### src/rtl/cache_miss_controller.sv
// cache_miss_controller
//   Sequences an L1 miss through the L2 and, on an L2 miss, main memory,
//   then refills L1 and holds one replay cycle so L1 can re-look-up the line.
//   Drives the l1_miss / l2_miss / cache_busy / mem_stall stall causes.
//
// Optional feature macro: CACHE_MISS_PERF_EN
//   Defined   : l1_miss_count / l2_miss_count are saturating 32-bit counters.
//   Undefined : both counter ports are tied to 0 and no counter flops exist.
module cache_miss_controller #(
    parameter int ADDR_WIDTH       = 32,
    parameter int LINE_OFFSET_BITS = 4,
    parameter int FILL_CYCLES      = 2
) (
    input  logic                  clk,
    input  logic                  rst_n,
    input  logic                  req_valid,
    input  logic                  req_write,
    input  logic [ADDR_WIDTH-1:0] req_addr,
    input  logic                  l1_hit,
    output logic                  l2_req,
    output logic [ADDR_WIDTH-1:0] l2_addr,
    input  logic                  l2_ack,
    input  logic                  l2_hit,
    output logic                  mem_req,
    output logic [ADDR_WIDTH-1:0] mem_addr,
    input  logic                  mem_ack,
    output logic                  l1_fill,
    output logic                  fill_src,
    output logic                  l2_fill,
    output logic                  l1_miss,
    output logic                  l2_miss,
    output logic                  cache_busy,
    output logic                  mem_stall,
    output logic [31:0]           l1_miss_count,
    output logic [31:0]           l2_miss_count
);

    typedef enum logic [2:0] {
        S_IDLE,
        S_L2_REQ,
        S_MEM_REQ,
        S_FILL,
        S_REPLAY
    } state_t;

    // Down-counter wide enough to hold FILL_CYCLES-1 (at least one bit).
    localparam int CNT_W = (FILL_CYCLES > 1) ? $clog2(FILL_CYCLES) : 1;
    localparam logic [CNT_W-1:0] FILL_LOAD = CNT_W'(FILL_CYCLES - 1);

    state_t                state;
    state_t                state_next;
    logic [CNT_W-1:0]      fill_cnt;
    logic [ADDR_WIDTH-1:0] line_addr;
    logic                  fill_src_q;
    logic                  l2_fill_q;
    logic                  miss_detect;
    logic                  fill_entry;

    // Stores are write-allocate and follow exactly the load miss flow, so the
    // direction of the access does not influence sequencing.
    logic unused_req_write;
    assign unused_req_write = req_write;

    // Gated by rst_n so the combinational miss flag stays low while reset is
    // held, even with a pending miss on the request port.
    assign miss_detect = rst_n && req_valid && !l1_hit;
    assign fill_entry  = (state_next == S_FILL) && (state != S_FILL);

    // State register.
    always_ff @(posedge clk or negedge rst_n) begin
        // NOTE: sequential state uses non-blocking assignments so every flop
        // samples pre-edge values regardless of statement order.
        if (!rst_n) state <= S_IDLE;
        else        state <= state_next;
    end

    // Next-state logic; request inputs are only looked at in IDLE, acks only
    // in their own state.
    always_comb begin
        // NOTE: default assigned first so no path through the case leaves
        // state_next unassigned, which would infer a latch.
        state_next = state;
        case (state)
            S_IDLE:    if (miss_detect) state_next = S_L2_REQ;
            S_L2_REQ:  if (l2_ack)      state_next = l2_hit ? S_FILL : S_MEM_REQ;
            S_MEM_REQ: if (mem_ack)     state_next = S_FILL;
            S_FILL:    if (fill_cnt == '0) state_next = S_REPLAY;
            S_REPLAY:  state_next = S_IDLE;
            default:   state_next = S_IDLE;
        endcase
    end

    // Miss address capture, fill counter, fill source and the L2 write pulse.
    always_ff @(posedge clk or negedge rst_n) begin
        if (!rst_n) begin
            line_addr  <= '0;
            fill_cnt   <= '0;
            fill_src_q <= 1'b0;
            l2_fill_q  <= 1'b0;
        end else begin
            l2_fill_q <= 1'b0;
            if (state == S_IDLE && miss_detect)
                line_addr <= {req_addr[ADDR_WIDTH-1:LINE_OFFSET_BITS],
                              {LINE_OFFSET_BITS{1'b0}}};
            else if (state == S_REPLAY)
                line_addr <= '0;

            if (fill_entry) begin
                fill_cnt   <= FILL_LOAD;
                fill_src_q <= (state == S_MEM_REQ);
                l2_fill_q  <= (state == S_MEM_REQ);
            end else if (state == S_FILL && fill_cnt != '0) begin
                fill_cnt <= fill_cnt - 1'b1;
            end
        end
    end

    assign l2_req     = (state == S_L2_REQ);
    assign mem_req    = (state == S_MEM_REQ);
    assign l2_addr    = line_addr;
    assign mem_addr   = line_addr;
    assign l1_fill    = (state == S_FILL);
    assign cache_busy = (state == S_FILL);
    assign mem_stall  = (state == S_REPLAY);
    assign fill_src   = fill_src_q;
    assign l2_fill    = l2_fill_q;
    assign l1_miss    = ((state == S_IDLE) && miss_detect) ||
                        (state == S_L2_REQ) || (state == S_MEM_REQ);
    assign l2_miss    = (state == S_MEM_REQ);

`ifdef CACHE_MISS_PERF_EN
    logic [31:0] l1_cnt_q;
    logic [31:0] l2_cnt_q;

    // Saturating miss counters, stepped on IDLE->L2_REQ and L2_REQ->MEM_REQ.
    always_ff @(posedge clk or negedge rst_n) begin
        if (!rst_n) begin
            l1_cnt_q <= '0;
            l2_cnt_q <= '0;
        end else begin
            if (state == S_IDLE && state_next == S_L2_REQ && l1_cnt_q != 32'hFFFF_FFFF)
                l1_cnt_q <= l1_cnt_q + 32'd1;
            if (state == S_L2_REQ && state_next == S_MEM_REQ && l2_cnt_q != 32'hFFFF_FFFF)
                l2_cnt_q <= l2_cnt_q + 32'd1;
        end
    end

    assign l1_miss_count = l1_cnt_q;
    assign l2_miss_count = l2_cnt_q;
`else
    assign l1_miss_count = '0;
    assign l2_miss_count = '0;
`endif

endmodule

### config.mk
export PLATFORM = sky130hd
export DESIGN_NAME = cache_miss_controller
export DESIGN_NICKNAME = d
export VERILOG_FILES = /design/src/rtl/cache_miss_controller.sv
export SDC_FILE = /design/constraint.sdc
export NUM_CORES = 1
export LEC_CHECK = 0
export CORE_UTILIZATION = 33
export DETAILED_ROUTE_END_ITERATION = 8
export PLACE_DENSITY = 0.87
export SETUP_SLACK_MARGIN = 0.02
export SLEW_MARGIN = 0
export SYNTH_ARGS = -nofsm -noshare
export SYNTH_HDL_FRONTEND = slang
export SYNTH_SLANG_ARGS = --single-unit
### constraint.sdc
create_clock -name clk -period 1.9 [get_ports clk]
set_input_delay 0.285 -clock clk [delete_from_list [all_inputs] [get_ports clk]]
set_output_delay 0.285 -clock clk [all_outputs]
set_load 0.01 [all_outputs]
==> results of run 1 <==
registers in the layout (all words and copies together) (netlist names):
register  cells
fill_src      1
l2_addr      28
state         3
fill_cnt      1
l2_fill       1
cells in the final DEF, fill, tap and decap left out, types with 2 or more instances in the layout:
master / count
buf_4: 10
a22o_1: 28
conb_1: 72
a21oi_1: 4
nor2_1: 2
dfrtp_1: 31
nand2b_1: 2
dfrtp_2: 3
clkdlybuf4s50_1: 92
buf_2: 2
and2_1: 2
clkbuf_8: 6
dlygate4sd2_1: 4
worst max-delay path: cells and delay by family (launching register included):
kind	cells	cell delay (ps)
buffers and inverters	1	580
DFF	1	440
and+or+nand+nor	1	260
layout make-up:
cell class | count | area [sq um] | share of cell area, %
Sequential cell | 34 | 854.6 | 29.68
Timing Repair Buffer | 110 | 1074 | 37.29
Clock buffer | 7 | 86.33 | 2.999
Multi-Input combinational cell | 130 | 759.5 | 26.38
Inverter | 1 | 3.754 | 0.1304
Tap cell | 77 | 96.34 | 3.346
Clock inverter | 1 | 5.005 | 0.1738
power by group:
part	internal, uW	switching, uW
logic	1380	872
clock network	293	263
registers	1020	253
routing by layer:
metal	routed length, um	global-route usage (%)
met1	1792	15.03
met2	2177	22.65
met3	397	3.280
met4	39	5.172
met5	0	0
through the flow:
step	area [sq um]	setup TNS, ps	util, %	total power, uW	setup slack, ps
global route	2879	0	45.60	4321	19.17
floorplan	2424	0	-	2611	356.7
detailed placement	2760	-105.9	43.72	3540	-105.9
global placement	2760	-78.77	43.72	3475	-78.77
CTS	2865	-51.17	45.38	4117	-51.17
finish	2879	0	45.60	4079	45.24
worst min path at each step:
stage / startpoint / end / depth (start not counted)
final: rst_n / l2_fill / 2
after detailed placement: rst_n / l2_fill / 2
after floorplan: rst_n / fill_cnt / 0
after global routing: rst_n / l2_addr[13] / 2
after global placement: rst_n / l2_fill / 2
after CTS: rst_n / l2_fill / 2
kinds of logic (layout without fill, tap and decap cells):
group | after synthesis | in the layout
AOI/OAI and AO/OA | 39 | 39
buffers and inverters | 112 | 119
DFF | 34 | 34
muxes | 1 | 1
other | 1 | 72
and+or+nand+nor | 18 | 18
repair_timing:
item / CTS / global route
setup endpoints to repair: 7 / 3
setup buffers: 0 / 1
pin swaps: 0 / 2
gates resized for setup: 11 / 6
==> flow_summary.toml, run 1 <==
[grt]
grt_max_degree = 35
grt_usage_pct = 12.93
gr-total-overflow = 0
grt_pass1_wl_mm = 7.044
grt_pass1_vias = 1357
antenna_found_initial = 0

[clocking]
clk_pin_slew_ps = 80
cts_tree = "done"
cts_buffer_depth = 2
cts-root-buf = "clkbuf_8"
clk_latency_ps = 280
numCtsBuffers = 5
hold_buffers = 0
ctsHtreeMaxLevel = 2
cts.sink_count = 34

[synthesis]
post_synth.cell_area_avg_sq_um = 10.52
synth_cell_types = 30
synthAdderAreaFrac_pct = 0
synth_common_cells = "buf_4, dfrtp_1, a22o_1"
synth-simple-area-share_pct = 6.265
ys_async_sr_fraction_pct = 100.0
muxShareOfSynthArea_pct = 0.5220
yosysTopAreaCellShare_pct = 39.44
synth_ff_type = "dfrtp_1"
synth_top_family_by_area = "buffers and inverters"
ys_seq_elements = 34
yosys_warnings = 0
synth_area_leaders = "dfrtp_1, buf_4, a22o_1, buf_2, buf_6"
synthCells = 205
synth_edf_count = 0
synth_area_leader_cell = "dfrtp_1"
yosysMostFrequentCell = "buf_4"
ys_seq_area_share_pct = 39.44
synth_compound_area_share_pct = 14.79
syn_area_sq_um = 2157
synthXorXnorAreaFrac_pct = 0

[floorplanning]
num_rows = 29
die-width_um = 82.85
ios = 177
start_util_pct = 34.17
dieArea_sq_um = 6864
die-height_um = 82.85
core_area_sq_um = 6314

[routing]
routed_via_density = 4.125
num_vias = 1485
drc = 0
wl_per_cell_um = 12.24
drt_first_pass_iters = 4
finalWirelength_mm = 4.407
drt_iter0_markers = 34
postRouteAntennaNets = 0

[critical_path]
crit_path_end_kind = "primary output"
path_class = "flop to primary output"
crit_path_start_kind = "flop"
crit_path_end = "l2_req"
r2r_start = "state[1]"
reg2reg_to = "l2_addr[31]"
cp_cell_sequence = "nor3b_2 -> clkdlybuf4s50_1"
crit_slowest_cell = "clkdlybuf4s50_1"
crit_path_max_fanout = 5
rr_worst_depth = 4
worst_ep_arrival_time_ps = 1570
crit_start = "state[2]"
slowest_delay_ps = 580
crit_required_ps = 1620
reg2reg_slack_ps = 350

[place]
dp_hpwl_mm = 3.252
numPortBuffers = 99
gp_congestion = 0.8192
dp.cells = 351

[sta]
fmax_ghz = 0.5392
setup_viol = 0
rsz0062_at_grt = "no"
slew_viol_final = 0
period_share_pct = 97.62
min_period_ps = 1855
skew_ps = 11.67
hold_ws_ps = 73.32
hold_viol_final = 0

[layout]
nFillCells = 580
layout.nets = 322
drive_gt1_share_pct = 11.31
stdcell_count = 360
syn2layout_area_growth_pct = 33.47
n_antenna_cell = 0

[flow_run]
cap_violations = 0

[power]
p_leak_uw = 0.001393
peakVddDrop_mv = 0.6874
powerDensity_nw_per_um2 = 1417

[run_status]
status = "completed"

[min_path]
hp-class = "primary input to async pin"
Power figures use the tool's default switching activity.
==> run 2: changes to the inputs <==
Settings changed: SLEW_MARGIN 0 to 20.
==> results of run 2 <==
Final layout, timing and power as in run 1 (identical DEF).
